### src/rtl/neuron_accum_act_pkg.sv
// Shared types and conversion helpers for the neuron accumulate/activate back-end.
// Data is N-bit signed magnitude with F fraction bits; internal math is two's complement.
package nn_pkg;
    localparam int N         = 16;
    localparam int F         = 8;
    localparam int GUARD_DEF = 4;
    localparam int ACC_W     = N + GUARD_DEF;
    localparam int TC_W      = 32;

    localparam logic signed [TC_W-1:0] SAT_MAX = TC_W'(2**(N-1) - 1);

    typedef enum logic [1:0] {ACCUM, FINISH, OUT} state_t;

    // Negative zero has a zero magnitude, so it naturally maps to 0.
    function automatic logic signed [N:0] sm2tc(input logic [N-1:0] sm);
        logic signed [N:0] m;
        m = {2'b00, sm[N-2:0]};
        return sm[N-1] ? -m : m;
    endfunction

    function automatic logic [N-1:0] tc2sm_sat(input logic signed [TC_W-1:0] tc,
                                               output logic sat_flag);
        logic signed [TC_W-1:0] c;
        logic signed [TC_W-1:0] mag;
        sat_flag = (tc > SAT_MAX) || (tc < -SAT_MAX);
        if (tc > SAT_MAX)       c = SAT_MAX;
        else if (tc < -SAT_MAX) c = -SAT_MAX;
        else                    c = tc;
        mag = (c < 0) ? -c : c;
        return {c < 0, mag[N-2:0]};
    endfunction
endpackage

### src/rtl/neuron_accum_act_if.sv
// Upstream beat stream and downstream result handshake for one neuron back-end.
interface neuron_accum_act_if;
    import nn_pkg::*;

    logic         in_valid;
    logic         in_ready;
    logic [N-1:0] in_sum;
    logic         in_last;
    logic [N-1:0] bias;
    logic         out_valid;
    logic         out_ready;
    logic [N-1:0] out_data;
    logic         out_sat;

    modport master (
        output in_valid, in_sum, in_last, bias, out_ready,
        input  in_ready, out_valid, out_data, out_sat
    );

    modport slave (
        input  in_valid, in_sum, in_last, bias, out_ready,
        output in_ready, out_valid, out_data, out_sat
    );
endinterface

### src/rtl/neuron_accum_act_sm_to_tc.sv
// Combinational signed-magnitude to sign-extended two's-complement converter.
module sm_to_tc
    import nn_pkg::*;
#(
    parameter int W = ACC_W
) (
    input  logic [N-1:0]        sm,
    output logic signed [W-1:0] tc
);
    assign tc = W'(sm2tc(sm));
endmodule

### src/rtl/neuron_accum_act.sv
// Accumulates partial-sum beats of one neuron, adds bias, saturates, activates,
// and holds the registered result until the consumer takes it.
module neuron_accum_act
    import nn_pkg::*;
#(
    parameter int MAX_BEATS = 16,
    parameter int GUARD     = 4,
    parameter int ACT_MODE  = 1
) (
    input  logic               clk,
    input  logic               rst_n,
    neuron_accum_act_if.slave  bus,
    output logic               beat_ovf
);
    localparam int AW = N + GUARD;
    localparam int CW = $clog2(MAX_BEATS + 1);

    if (MAX_BEATS > (1 << GUARD)) begin : g_guard_chk
        $error("MAX_BEATS exceeds accumulator guard headroom");
    end
    if (AW + 1 > TC_W) begin : g_width_chk
        $error("accumulator too wide for saturation helper");
    end

    state_t               state_q, state_d;
    logic signed [AW-1:0] acc_q;
    logic signed [AW-1:0] in_tc;
    logic signed [AW:0]   bias_tc;
    logic signed [AW:0]   t;
    logic [CW-1:0]        cnt_q;
    logic                 take, at_max, sat;
    logic [N-1:0]         res;

    sm_to_tc #(.W(AW))     u_in_conv   (.sm(bus.in_sum), .tc(in_tc));
    sm_to_tc #(.W(AW + 1)) u_bias_conv (.sm(bus.bias),   .tc(bias_tc));

    // Gated by rst_n so the upstream sees not-ready for the whole reset window.
    assign bus.in_ready = rst_n && (state_q == ACCUM);
    assign take         = bus.in_valid && bus.in_ready;
    assign at_max       = (cnt_q == CW'(MAX_BEATS - 1));

    always_comb begin
        state_d = state_q;
        sat     = 1'b0;
        t       = (AW + 1)'(acc_q) + bias_tc;
        res     = tc2sm_sat(TC_W'(t), sat);
        if (ACT_MODE == 1 && t < 0) res = '0;
        case (state_q)
            ACCUM:   if (take && (bus.in_last || at_max)) state_d = FINISH;
            FINISH:  state_d = OUT;
            OUT:     if (bus.out_ready) state_d = ACCUM;
            default: state_d = ACCUM;
        endcase
    end

    always_ff @(posedge clk or negedge rst_n) begin
        if (!rst_n) begin
            state_q       <= ACCUM;
            acc_q         <= '0;
            cnt_q         <= '0;
            beat_ovf      <= 1'b0;
            bus.out_valid <= 1'b0;
            bus.out_data  <= '0;
            bus.out_sat   <= 1'b0;
        end else begin
            state_q <= state_d;
            case (state_q)
                ACCUM: begin
                    if (take) begin
                        acc_q <= acc_q + in_tc;
                        cnt_q <= cnt_q + CW'(1);
                        if (at_max && !bus.in_last) beat_ovf <= 1'b1;
                    end
                end
                FINISH: begin
                    bus.out_data  <= res;
                    bus.out_sat   <= sat;
                    bus.out_valid <= 1'b1;
                    acc_q         <= '0;
                    cnt_q         <= '0;
                end
                OUT: begin
                    if (bus.out_ready) bus.out_valid <= 1'b0;
                end
                default: ;
            endcase
        end
    end
endmodule

### src/flat_wrapper.sv
// flat-port wrapper written by rule: the top's interface ports become plain ports
module neuron_accum_act_flat import nn_pkg::*;
#(
    parameter int MAX_BEATS = 16,
    parameter int GUARD     = 4,
    parameter int ACT_MODE  = 1
)
  (clk, rst_n, beat_ovf, bus_in_valid, bus_in_sum, bus_in_last, bus_bias, bus_out_ready, bus_in_ready, bus_out_valid, bus_out_data, bus_out_sat);
  neuron_accum_act_if bus_i ();
  input  logic clk;
  input  logic rst_n;
  output logic beat_ovf;
  input wire logic [$bits(bus_i.in_valid)-1:0] bus_in_valid;
  input wire logic [$bits(bus_i.in_sum)-1:0] bus_in_sum;
  input wire logic [$bits(bus_i.in_last)-1:0] bus_in_last;
  input wire logic [$bits(bus_i.bias)-1:0] bus_bias;
  input wire logic [$bits(bus_i.out_ready)-1:0] bus_out_ready;
  output wire logic [$bits(bus_i.in_ready)-1:0] bus_in_ready;
  output wire logic [$bits(bus_i.out_valid)-1:0] bus_out_valid;
  output wire logic [$bits(bus_i.out_data)-1:0] bus_out_data;
  output wire logic [$bits(bus_i.out_sat)-1:0] bus_out_sat;
  assign bus_i.in_valid = bus_in_valid;
  assign bus_i.in_sum = bus_in_sum;
  assign bus_i.in_last = bus_in_last;
  assign bus_i.bias = bus_bias;
  assign bus_i.out_ready = bus_out_ready;
  assign bus_in_ready = bus_i.in_ready;
  assign bus_out_valid = bus_i.out_valid;
  assign bus_out_data = bus_i.out_data;
  assign bus_out_sat = bus_i.out_sat;
  neuron_accum_act #(.MAX_BEATS(MAX_BEATS), .GUARD(GUARD), .ACT_MODE(ACT_MODE)) u_core (.clk(clk), .rst_n(rst_n), .bus(bus_i), .beat_ovf(beat_ovf));
endmodule
### config.mk
export PLATFORM = sky130hd
export DESIGN_NAME = neuron_accum_act_flat
export DESIGN_NICKNAME = d
export VERILOG_FILES = /design/src/rtl/neuron_accum_act_pkg.sv /design/src/rtl/neuron_accum_act_if.sv /design/src/rtl/neuron_accum_act_sm_to_tc.sv /design/src/rtl/neuron_accum_act.sv /design/src/flat_wrapper.sv
export SDC_FILE = /design/constraint.sdc
export NUM_CORES = 1
export LEC_CHECK = 0
export ABC_AREA = 1
export CAP_MARGIN = 20
export CORE_AREA = 2 2 126 128
export CTS_CLUSTER_SIZE = 24
export DETAILED_ROUTE_END_ITERATION = 8
export DIE_AREA = 0 0 128 130
export HOLD_SLACK_MARGIN = 0.06
export PLACE_DENSITY = 0.58
export SYNTH_ARGS = -nofsm -noshare
export SYNTH_HDL_FRONTEND = slang
export SYNTH_SLANG_ARGS = --single-unit
### constraint.sdc
create_clock -name clk -period 5.8 [get_ports clk]
set_clock_uncertainty 0.05 [all_clocks]
set_input_delay 1.16 -clock clk [delete_from_list [all_inputs] [get_ports clk]]
set_output_delay 1.16 -clock clk [all_outputs]
set_load 0.05 [all_outputs]
==> results by group, run 1 <==
Floorplanning
  • Die H: roughly 130 um
  • Initial core utilization: 0.339
  • IO Pins: 57
  • FP Rows: between 40 and 50
  • Die Width: between 100 and 150 um
  • Core ar.: between 15000 and 20000 um^2
  • Die ar.: between 15000 and 20000 um^2

Synthesis
  • Cells after Synth: 800
  • Top cells by count, synth: nand2_1, inv_1, nor2_1
  • Most common cell in the netlist: nand2_1
  • Synth top area share: 0.220
  • Top cells by area, synth: dfrtp_1, nand2_1, ha_1, inv_1, xor2_1
  • Number of synthesized register bits: between 40 and 50
  • Syn_nets: 886
  • Multiplexer area fraction after synthesis: 0
  • Library cells used by synthesis: 47
  • Post-synthesis compound-gate area fraction: 0.162
  • Async S/R FF share, synth: 1.00
  • Main combinational cell family by area after synthesis: simple AND/OR/NAND/NOR gates
  • YS warnings: 0
  • Post-Synth XOR/XNOR Area: 0.0820
  • Prevailing post-synth register cell: dfrtp_1
  • Synth Area in Adders: 0.120
  • Yosys top cell by area: dfrtp_1
  • Post-synth EDFFs: 0
  • Syn Area/Cell: between 6 and 7 um^2
  • Simple-gate area share of the yosys netlist: 0.329
  • Register area share after synthesis: 0.220
  • Mapped cell area: between 5000 and 6000 um^2

Routing
  • DR WL met2: 7.37 mm
  • Met1 WL: between 6 and 7 mm
  • Via count: 5408
  • DR top layer: met4
  • Routed length per instance: between 10 and 15 um
  • Vias per cell: 4.85
  • Routed WL: 14.6 mm
  • Met3 WL: 320 um
  • Remaining DRCs: 0
  • Remaining antenna violation count: 0
  • First-pass iteration count of the detailed router: 4
  • 1st-iter DRT viols: between 200 and 250

Setup path
  • CP Data Required Time: 5970 ps
  • Slowest stage delay, CP: around 480 ps
  • Cell mode on critical path: nand2_1
  • WP data arrival: about 5700 ps
  • Slowest cell on the critical path: clkdlybuf4s50_1
  • Kind of launch point of the worst setup path: primary input
  • Endpoint class of the critical path: flip-flop
  • Max FO, Critical Path: 4
  • Critical path type: primary input to flip-flop

Timing
  • Hold_ws: ~430 ps
  • Minimum clock period: ~5500 ps
  • Slew margin rel.: 0.554
  • Post-route setup slack: slightly below 300 ps
  • Final Max Slew Viols: 0
  • Tcrit/Tclk final: 0.949
  • Final hold vios: 0
  • Max Clock Freq: ~180 MHz
  • Transition time at the pin with the least slew margin: 667 ps
  • Setup_tns: 0 ps
  • Final-report setup violation count: 0

Finish
  • Antenna cells: 0
  • P&R area growth vs syn: 31.9%
  • Fillers: roughly 1.6k
  • Fraction of layout cells with a size suffix above 1: 0.188
  • Non-Filler Instances: about 1.1k
  • Final Net Count: 1009

Clock network
  • Clock Path Buffers: 2
  • Hold-fix buffers, CTS: 0
  • CTS tree: built
  • Clk_lat worst skew: 300 ps
  • Clock slew at reported path FFs: approximately 70 ps
  • H-Tree Level Count: 2
  • Clock Sinks: between 40 and 50
  • CTS root buf: clkbuf_16
  • CTS buffer count: 5

Placed design
  • Port bufs: 56
  • Gpl congestion: 0.972
  • Final HPWL DP: ~12 mm
  • Placed Cells incl. Taps: 1099
  • Placement Setup Slack: -252 ps

GRT
  • Pin count of the biggest net entering global routing: 47
  • Initial antenna violation count: 0
  • GR Overflow Total: 0
  • First-pass GRT wire length: between 20 and 25 mm
  • Number of global-route vias before repair: 5113
  • GRT Util Overall: 0.177

Hold path
  • HP Class: flip-flop to flip-flop

Flow run
  • Max cap viols: 0

Power
  • Maximum vdd drop: between 0.0002 and 0.0003 V
  • Power Dens Cells: 634 nW/um^2
  • Static Leakage: 3.43 nW

Run status
  • Status: complete, no violations
-- path summary, 6_finish.rpt --
kind | cells after the start | start | slack [ps] | to
worst min-delay path | 2 | u_core.bus.out_data[14] | 430 | u_core.bus.out_data[14]
worst max-delay path | 33 | bus_bias[2] | 300 | u_core.bus.out_data[8]
min in group asynchronous | 2 | rst_n | 980 | u_core.bus.out_data[13]
worst min register to register | 2 | u_core.bus.out_data[14] | 430 | u_core.bus.out_data[14]
worst max register to register | 29 | u_core.acc_q[0] | 1610 | u_core.bus.out_data[8]
max in group asynchronous | 2 | rst_n | 4300 | u_core.acc_q[5]
-- flip-flops by register name, summed over array words and instances, names as in the netlist --
register              count
u_core.acc_q             20
u_core.bus.out_data      16
u_core.cnt_q              5
u_core.state_q            2
u_core.beat_ovf           1
u_core.bus.out_sat        1
u_core.bus.out_valid      1
-- per-layer routing --
layer,vias to the layer above,track usage
li1,2875,-
met1,2428,0.210
met2,83,0.334
met3,22,0.0180
met4,0,0.0582
met5,-,0
-- timing repair --
item,in CTS,in global routing
resized for setup,0,71
endpoints found under the setup margin,0,13
setup buffers,0,9
endpoints found under the hold margin,0,0
-- stage by stage --
step	utilization	power (mW)	area, um^2
2_1_floorplan	-	2.85	5230
3_3_place_gp	0.417	3.83	6430
3_5_place_dp	0.417	3.84	6430
4_1_cts	0.427	4.15	6580
5_1_grt	0.447	4.81	6900
6_report	0.447	4.37	6900
-- power breakdown --
group / internal [mW] / leakage (nW) / switching [mW]
Clock: 0.160 / 0.0740 / 0.135
Combinational: 1.42 / 2.77 / 2.08
Sequential: 0.449 / 0.590 / 0.123
-- cell usage in the layout (no fill, tap or decap), drive strengths merged, types with 2 or more instances in the layout --
cell / instances
dfrtp: 46
fa: 2
clkinv: 2
nor2: 77
a31oi: 4
nand4: 16
nand3: 40
nand2: 239
nor3b: 2
dlymetal6s2s: 2
clkbuf: 5
clkdlybuf4s50: 53
o31ai: 8
xnor2: 16
buf: 73
o22ai: 3
nor3: 9
o211ai: 7
a31o: 2
ha: 47
o21ai: 54
inv: 104
or2: 4
and2: 2
a22o: 6
a21oi: 57
nor4: 3
xor2: 33
-- cell type report --
class / count / area (um^2) / area share
multi-input combinational: 638 / 3860 / 0.560
sequential: 46 / 1150 / 0.167
timing repair buffer: 128 / 1100 / 0.160
inverter: 104 / 397 / 0.0575
tap: 192 / 240 / 0.0348
clock buffer: 5 / 125 / 0.0181
clock inverter: 3 / 18.8 / 0.00272
-- worst max-delay path: cells and delay by family --
kind	cells	cell delay (ps)
buf+inv	6	980
compound gates	4	740
fa+ha+maj	3	840
xor+xnor	1	180
simple gates	19	1750
-- cells by family (layout without fill, tap and decap cells) --
| family | after synthesis | count (layout) |
|---|---|---|
| adder cells (fa/ha/maj) | 49 | 49 |
| AO/OA/AOI/OAI | 147 | 147 |
| XOR/XNOR | 49 | 49 |
| flip-flops | 46 | 46 |
| buffers and inverters | 116 | 240 |
| AND/OR/NAND/NOR | 393 | 393 |
(Power assumes the default switching activity.)
==> run 2, diff against run 1 <==
--- a/config.mk
+++ b/config.mk
@@ -11,8 +11,10 @@
 export CTS_CLUSTER_SIZE = 24
 export DETAILED_ROUTE_END_ITERATION = 8
 export DIE_AREA = 0 0 128 130
+export GPL_ROUTABILITY_DRIVEN = 0
 export HOLD_SLACK_MARGIN = 0.06
 export PLACE_DENSITY = 0.58
+export SETUP_SLACK_MARGIN = 0.05
 export SYNTH_ARGS = -nofsm -noshare
 export SYNTH_HDL_FRONTEND = slang
 export SYNTH_SLANG_ARGS = --single-unit
==> results by group, run 2 (synthesized netlist as in run 1, its figures left out) <==
Clock network
  • Clk_lat worst skew: 300 ps (about the same)
  • Hold-fix buffers, CTS: 0 (unchanged)
  • Clock slew at reported path FFs: 70 ps (about the same)
  • CTS tree: built
  • Clock Sinks: 46 (unchanged)
  • CTS buffer count: 5 (unchanged)
  • Clock Path Buffers: 2 (unchanged)
  • CTS root buf: clkbuf_16
  • H-Tree Level Count: 2 (unchanged)

Timing
  • Setup_tns: 0 ps (unchanged)
  • Minimum clock period: 5460 ps (-43.0 ps)
  • Post-route setup slack: 339 ps (+43.0 ps)
  • Tcrit/Tclk final: 0.942 (-0.00742)
  • Transition time at the pin with the least slew margin: 664 ps (-2.69 ps)
  • Final Max Slew Viols: 0 (unchanged)
  • Final-report setup violation count: 0 (unchanged)
  • RSZ-0062 raised after global routing: no
  • Final hold vios: 0 (unchanged)
  • Max Clock Freq: 183 MHz (+0.79%)
  • Slew margin rel.: 0.556 (+0.00180)

Finish
  • Final Net Count: 1011 (+0.20%)
  • Max FFs per register: 20 (unchanged)
  • Final core occ: 0.449 (+0.00130)
  • P&R area growth vs syn: 32.2%
  • Antenna cells: 0 (unchanged)
  • Most flops, register: u_core.acc_q
  • Commonest cells after routing, fill and taps aside: nand2_1, inv_1, buf_4
  • Fraction of layout cells with a size suffix above 1: 0.191 (+0.00283)
  • Fillers: 1601 (-0.25%)
  • Biggest regs: u_core.acc_q (20), u_core.bus.out_data (16), u_core.cnt_q (5)
  • Commonest non-fill, non-tap cell in the layout: nand2_1
  • Non-Filler Instances: 1118 (+0.18%)
  • Finished Cell Area: 6920 um^2 (+0.29%)

Routing
  • Routed length per instance: 13.1 um (-0.41%)
  • Via count: 5421 (+0.24%)
  • Remaining DRCs: 0 (unchanged)
  • 1st-iter DRT viols: 262 (+11%)
  • Vias per cell: 4.85 (about the same)
  • Routed WL: 14.6 mm (-0.23%)
  • First-pass iteration count of the detailed router: 4 (unchanged)
  • Remaining antenna violation count: 0 (unchanged)

Placed design
  • Placed Cells incl. Taps: 1099 (unchanged)
  • Port bufs: 56 (unchanged)
  • Final HPWL DP: 12.2 mm (unchanged)
  • Placement Setup Slack: -252 ps (unchanged)
  • Area after DPL: 6430 um^2 (unchanged)

Floorplanning
  • FP Rows: 46 (unchanged)
  • Core ar.: 15400 um^2 (unchanged)
  • Die ar.: 16600 um^2 (unchanged)
  • IO Pins: 57 (unchanged)
  • Die H: 130 um (unchanged)
  • Initial core utilization: 0.339 (unchanged)
  • Die Width: 128 um (unchanged)

Setup path
  • Kind of launch point of the worst setup path: primary input
  • R2R Setup Slk: 1610 ps (about the same)
  • WP data arrival: 5630 ps (-40 ps)
  • Slowest cell on the critical path: clkdlybuf4s50_1
  • Register-to-Register Path Depth: 29 (unchanged)
  • Slowest stage delay, CP: 440 ps (-40 ps)
  • Max FO, Critical Path: 4 (unchanged)
  • CP Data Required Time: 5970 ps (about the same)
  • Critical path type: primary input to flip-flop
  • Reg2reg start: u_core.acc_q[0]
  • Reg2reg end: u_core.bus.out_data[8]
  • Cell mode on critical path: nand2_1
  • Endpoint class of the critical path: flip-flop

Flow run
  • Max cap viols: 0 (unchanged)

GRT
  • Initial antenna violation count: 0 (unchanged)
  • Pin count of the biggest net entering global routing: 47 (unchanged)
  • Number of global-route vias before repair: 5114 (+0.020%)
  • GR Overflow Total: 0 (unchanged)
  • GRT Util Overall: 0.177 (unchanged)
  • First-pass GRT wire length: 23.7 mm (unchanged)

Run status
  • Status: complete, no violations

Power
  • Maximum vdd drop: 0.000280 V (-0.17%)
  • Power Dens Cells: 632 nW/um^2 (-0.28%)
  • Static Leakage: 3.45 nW (+0.55%)

Hold path
  • Worst Hold End: u_core.bus.out_data[14]
  • Hold path startpoint: u_core.bus.out_data[14]
  • Hold Path Stages: 2 (unchanged)
  • HP Class: flip-flop to flip-flop
[run 2: cell count changes in the layout (fill, tap and decap cells not counted), sizes merged]
| cell | before | now |
|---|---|---|
| buf | 73 | 75 |
| clkdlybuf4s50 | 53 | 52 |
| dlymetal6s2s | 2 | 3 |
[run 2: critical path: cells and delay by family]
family | cells | cell delay (ps)
xor+xnor | 1 | 140
simple gates | 22 | 2130
compound gates | 3 | 490
fa+ha+maj | 3 | 820
buf+inv | 6 | 880
[run 2: power breakdown]
group	leakage, nW	switching (mW)	internal, mW	total, mW
Combinational	2.79	2.08	1.42	3.50
Clock	0.0740	0.135	0.160	0.295
Sequential	0.590	0.123	0.449	0.572
[run 2: worst max-delay path by stage]
| stage | startpoint | end | slack [ps] | depth (start not counted) |
|---|---|---|---|---|
| floorplan | bus_bias[1] | u_core.bus.out_data[12] | 280 | 36 |
| global placement | bus_bias[0] | u_core.bus.out_data[12] | -160 | 36 |
| detailed placement | bus_bias[0] | u_core.bus.out_data[12] | -250 | 36 |
| CTS | bus_bias[0] | u_core.bus.out_data[12] | 150 | 36 |
| global route | bus_bias[15] | u_core.bus.out_data[12] | 10 | 32 |
| finish | bus_bias[7] | u_core.bus.out_data[8] | 340 | 35 |
[run 2: cell type report]
cell class	count	area, um^2	share of cell area
clock buffer	5	125	0.0181
clock inverter	3	18.8	0.00271
inverter	104	397	0.0573
multi-input combinational	638	3860	0.559
sequential	46	1150	0.166
tap	192	240	0.0347
timing repair buffer	130	1120	0.162
[run 2: repair_timing]
| action | CTS | global route |
|---|---|---|
| setup buffers | 0 | 11 |
| setup endpoints to repair | 3 | 12 |
| cloned | 0 | 0 |
| pin swaps | 0 | 28 |
| resized for setup | 1 | 72 |
| endpoints found under the hold margin | 0 | 0 |
[run 2: metal layers]
metal | part of all wire | wire, um | GRT usage
met5 | 0 | 0 | 0
met4 | 0.023 | 337 | 0.0582
met3 | 0.025 | 371 | 0.0180
met2 | 0.51 | 7390 | 0.334
met1 | 0.45 | 6500 | 0.210
[run 2: through the flow]
stage	power [mW]	hold WS, ps
floorplan	2.85	384
global placement	3.83	412
detailed placement	3.84	413
CTS	4.15	427
global route	4.81	445
finish	4.37	425
==> run 3, diff against run 2 <==
--- a/config.mk
+++ b/config.mk
@@ -13,6 +13,7 @@
 export DIE_AREA = 0 0 128 130
 export GPL_ROUTABILITY_DRIVEN = 0
 export HOLD_SLACK_MARGIN = 0.06
+export MAX_ROUTING_LAYER = met4
 export PLACE_DENSITY = 0.58
 export SETUP_SLACK_MARGIN = 0.05
 export SYNTH_ARGS = -nofsm -noshare
==> results by group, run 3 (synthesized netlist as in run 1, its figures left out) <==
Timing
  • Final Max Slew Viols: 0 (unchanged)
  • Setup_tns: 0 ps (unchanged)
  • RSZ-0062 raised after global routing: no
  • Minimum clock period: 5460 ps (+2.13 ps)
  • Transition time at the pin with the least slew margin: 665 ps (+0.654 ps)
  • Final-report setup violation count: 0 (unchanged)
  • Max Clock Freq: 183 MHz (about the same)
  • Final hold vios: 0 (unchanged)
  • Slew margin rel.: 0.555 (about the same)
  • Tcrit/Tclk final: 0.942 (about the same)

Setup path
  • Reg2reg start: u_core.acc_q[0]
  • CP Data Required Time: 5970 ps (about the same)
  • Slowest cell on the critical path: clkdlybuf4s50_1
  • Kind of launch point of the worst setup path: primary input
  • Slowest stage delay, CP: 440 ps (about the same)
  • CP Launch Point: bus_bias[7]
  • Total buffers and inverters traversed by the critical path: 6 (unchanged)
  • Endpoint class of the critical path: flip-flop
  • WP data arrival: 5630 ps (about the same)
  • Cell mode on critical path: nand2_1
  • Crit path max-delay family: simple AND/OR/NAND/NOR gates
  • Max FO, Critical Path: 4 (unchanged)
  • Critical path type: primary input to flip-flop

Finish
  • Biggest regs: u_core.acc_q (20), u_core.bus.out_data (16), u_core.cnt_q (5)
  • P&R area growth vs syn: 32.2% (unchanged)
  • Most flops, register: u_core.acc_q
  • Fraction of layout cells with a size suffix above 1: 0.191 (unchanged)
  • Final core occ: 0.449 (unchanged)
  • Commonest non-fill, non-tap cell in the layout: nand2_1
  • Commonest cells after routing, fill and taps aside: nand2_1, inv_1, buf_4
  • Final Net Count: 1011 (unchanged)
  • Max FFs per register: 20 (unchanged)
  • Antenna cells: 0 (unchanged)

Floorplanning
  • Die H: 130 um (unchanged)
  • Core ar.: 15400 um^2 (unchanged)
  • Initial core utilization: 0.339 (unchanged)
  • Die Width: 128 um (unchanged)
  • FP Rows: 46 (unchanged)
  • IO Pins: 57 (unchanged)
  • Die ar.: 16600 um^2 (unchanged)

Placed design
  • Final HPWL DP: 12.2 mm (unchanged)
  • Port bufs: 56 (unchanged)

Hold path
  • Hold path startpoint: u_core.bus.out_data[14]
  • HP Class: flip-flop to flip-flop

GRT
  • GRT Util Overall: 0.182 (+0.00540)
  • First-pass GRT wire length: 23.7 mm (unchanged)
  • GR Overflow Total: 0 (unchanged)
  • Initial antenna violation count: 0 (unchanged)
  • Pin count of the biggest net entering global routing: 47 (unchanged)
  • Number of global-route vias before repair: 5108 (-0.12%)

Run status
  • Status: complete, no violations

Routing
  • Routed length per instance: 13.1 um (about the same)
  • Remaining DRCs: 0 (unchanged)
  • Vias per cell: 4.87 (+0.50%)
  • First-pass iteration count of the detailed router: 4 (unchanged)
  • Routed WL: 14.6 mm (about the same)
  • 1st-iter DRT viols: 261 (-0.38%)
  • Via count: 5448 (+0.50%)
  • Remaining antenna violation count: 0 (unchanged)

Clock network
  • CTS root buf: clkbuf_16
  • H-Tree Level Count: 2 (unchanged)
  • Clock slew at reported path FFs: 70 ps (about the same)
  • CTS buffer count: 5 (unchanged)
  • Clock Path Buffers: 2 (unchanged)
  • Clock Sinks: 46 (unchanged)
  • Hold-fix buffers, CTS: 0 (unchanged)
  • CTS tree: built
  • Clk_lat worst skew: 300 ps (about the same)

Power
  • Maximum vdd drop: 0.000280 V (about the same)
  • Static Leakage: 3.45 nW (unchanged)
  • Power Dens Cells: 632 nW/um^2 (about the same)

Flow run
  • Max cap viols: 0 (unchanged)
[run 3: tightest hold or removal path, cell delays in order, from the launching register on]
cell     delay (ps)
dfrtp_1         340
nand2_1          50
nand2_1          50
[run 3: cell type report]
type	instances	area, um^2
fillers	1601	8510
multi-input cells	638	3860
flip-flops and latches	46	1150
repair buffers	130	1120
inverters	104	397
well taps	192	240
clock buffers	5	125
clock inverters	3	18.8
[run 3: worst paths after layout]
| path | end | slack (ps) | depth (start not counted) |
|---|---|---|---|
| worst min-delay path | u_core.bus.out_data[14] | 430 | 2 |
| max in group asynchronous | u_core.acc_q[5] | 4300 | 2 |
| worst min register to register | u_core.bus.out_data[14] | 430 | 2 |
| min in group asynchronous | u_core.bus.out_data[13] | 980 | 2 |
| worst max-delay path | u_core.bus.out_data[8] | 340 | 35 |
| worst max register to register | u_core.bus.out_data[8] | 1610 | 29 |
[run 3: report_power, final]
group	leakage (nW)	switching [mW]	internal, mW
sequential	0.590	0.123	0.449
clock	0.0740	0.135	0.160
combinational	2.79	2.08	1.42
[run 3: layer usage]
metal | part of all wire | global-route usage
met3 | 0.026 | 0.0180
met4 | 0.024 | 0.0582
met1 | 0.44 | 0.210
met5 | 0 | -
met2 | 0.51 | 0.334
[run 3: repair_timing]
action                     4_1_cts  5_1_grt
setup endpoints to repair        3       12
cloned                           0        0
resized for setup                1       72
setup buffers                    0       11
pin swaps                        0       28
[run 3: metrics by stage]
stage | setup WS [ps] | area (um^2) | cells | hold slack, ps | total power, mW
after global routing | 14.9 | 6920 | 1118 | 445 | 4.81
after global placement | -155 | 6430 | 1099 | 412 | 3.83
after detailed placement | -252 | 6430 | 1099 | 413 | 3.84
after floorplan | 279 | 5230 | 800 | 384 | 2.85
after CTS | 151 | 6580 | 1107 | 427 | 4.15
final | 336 | 6920 | 1118 | 426 | 4.37
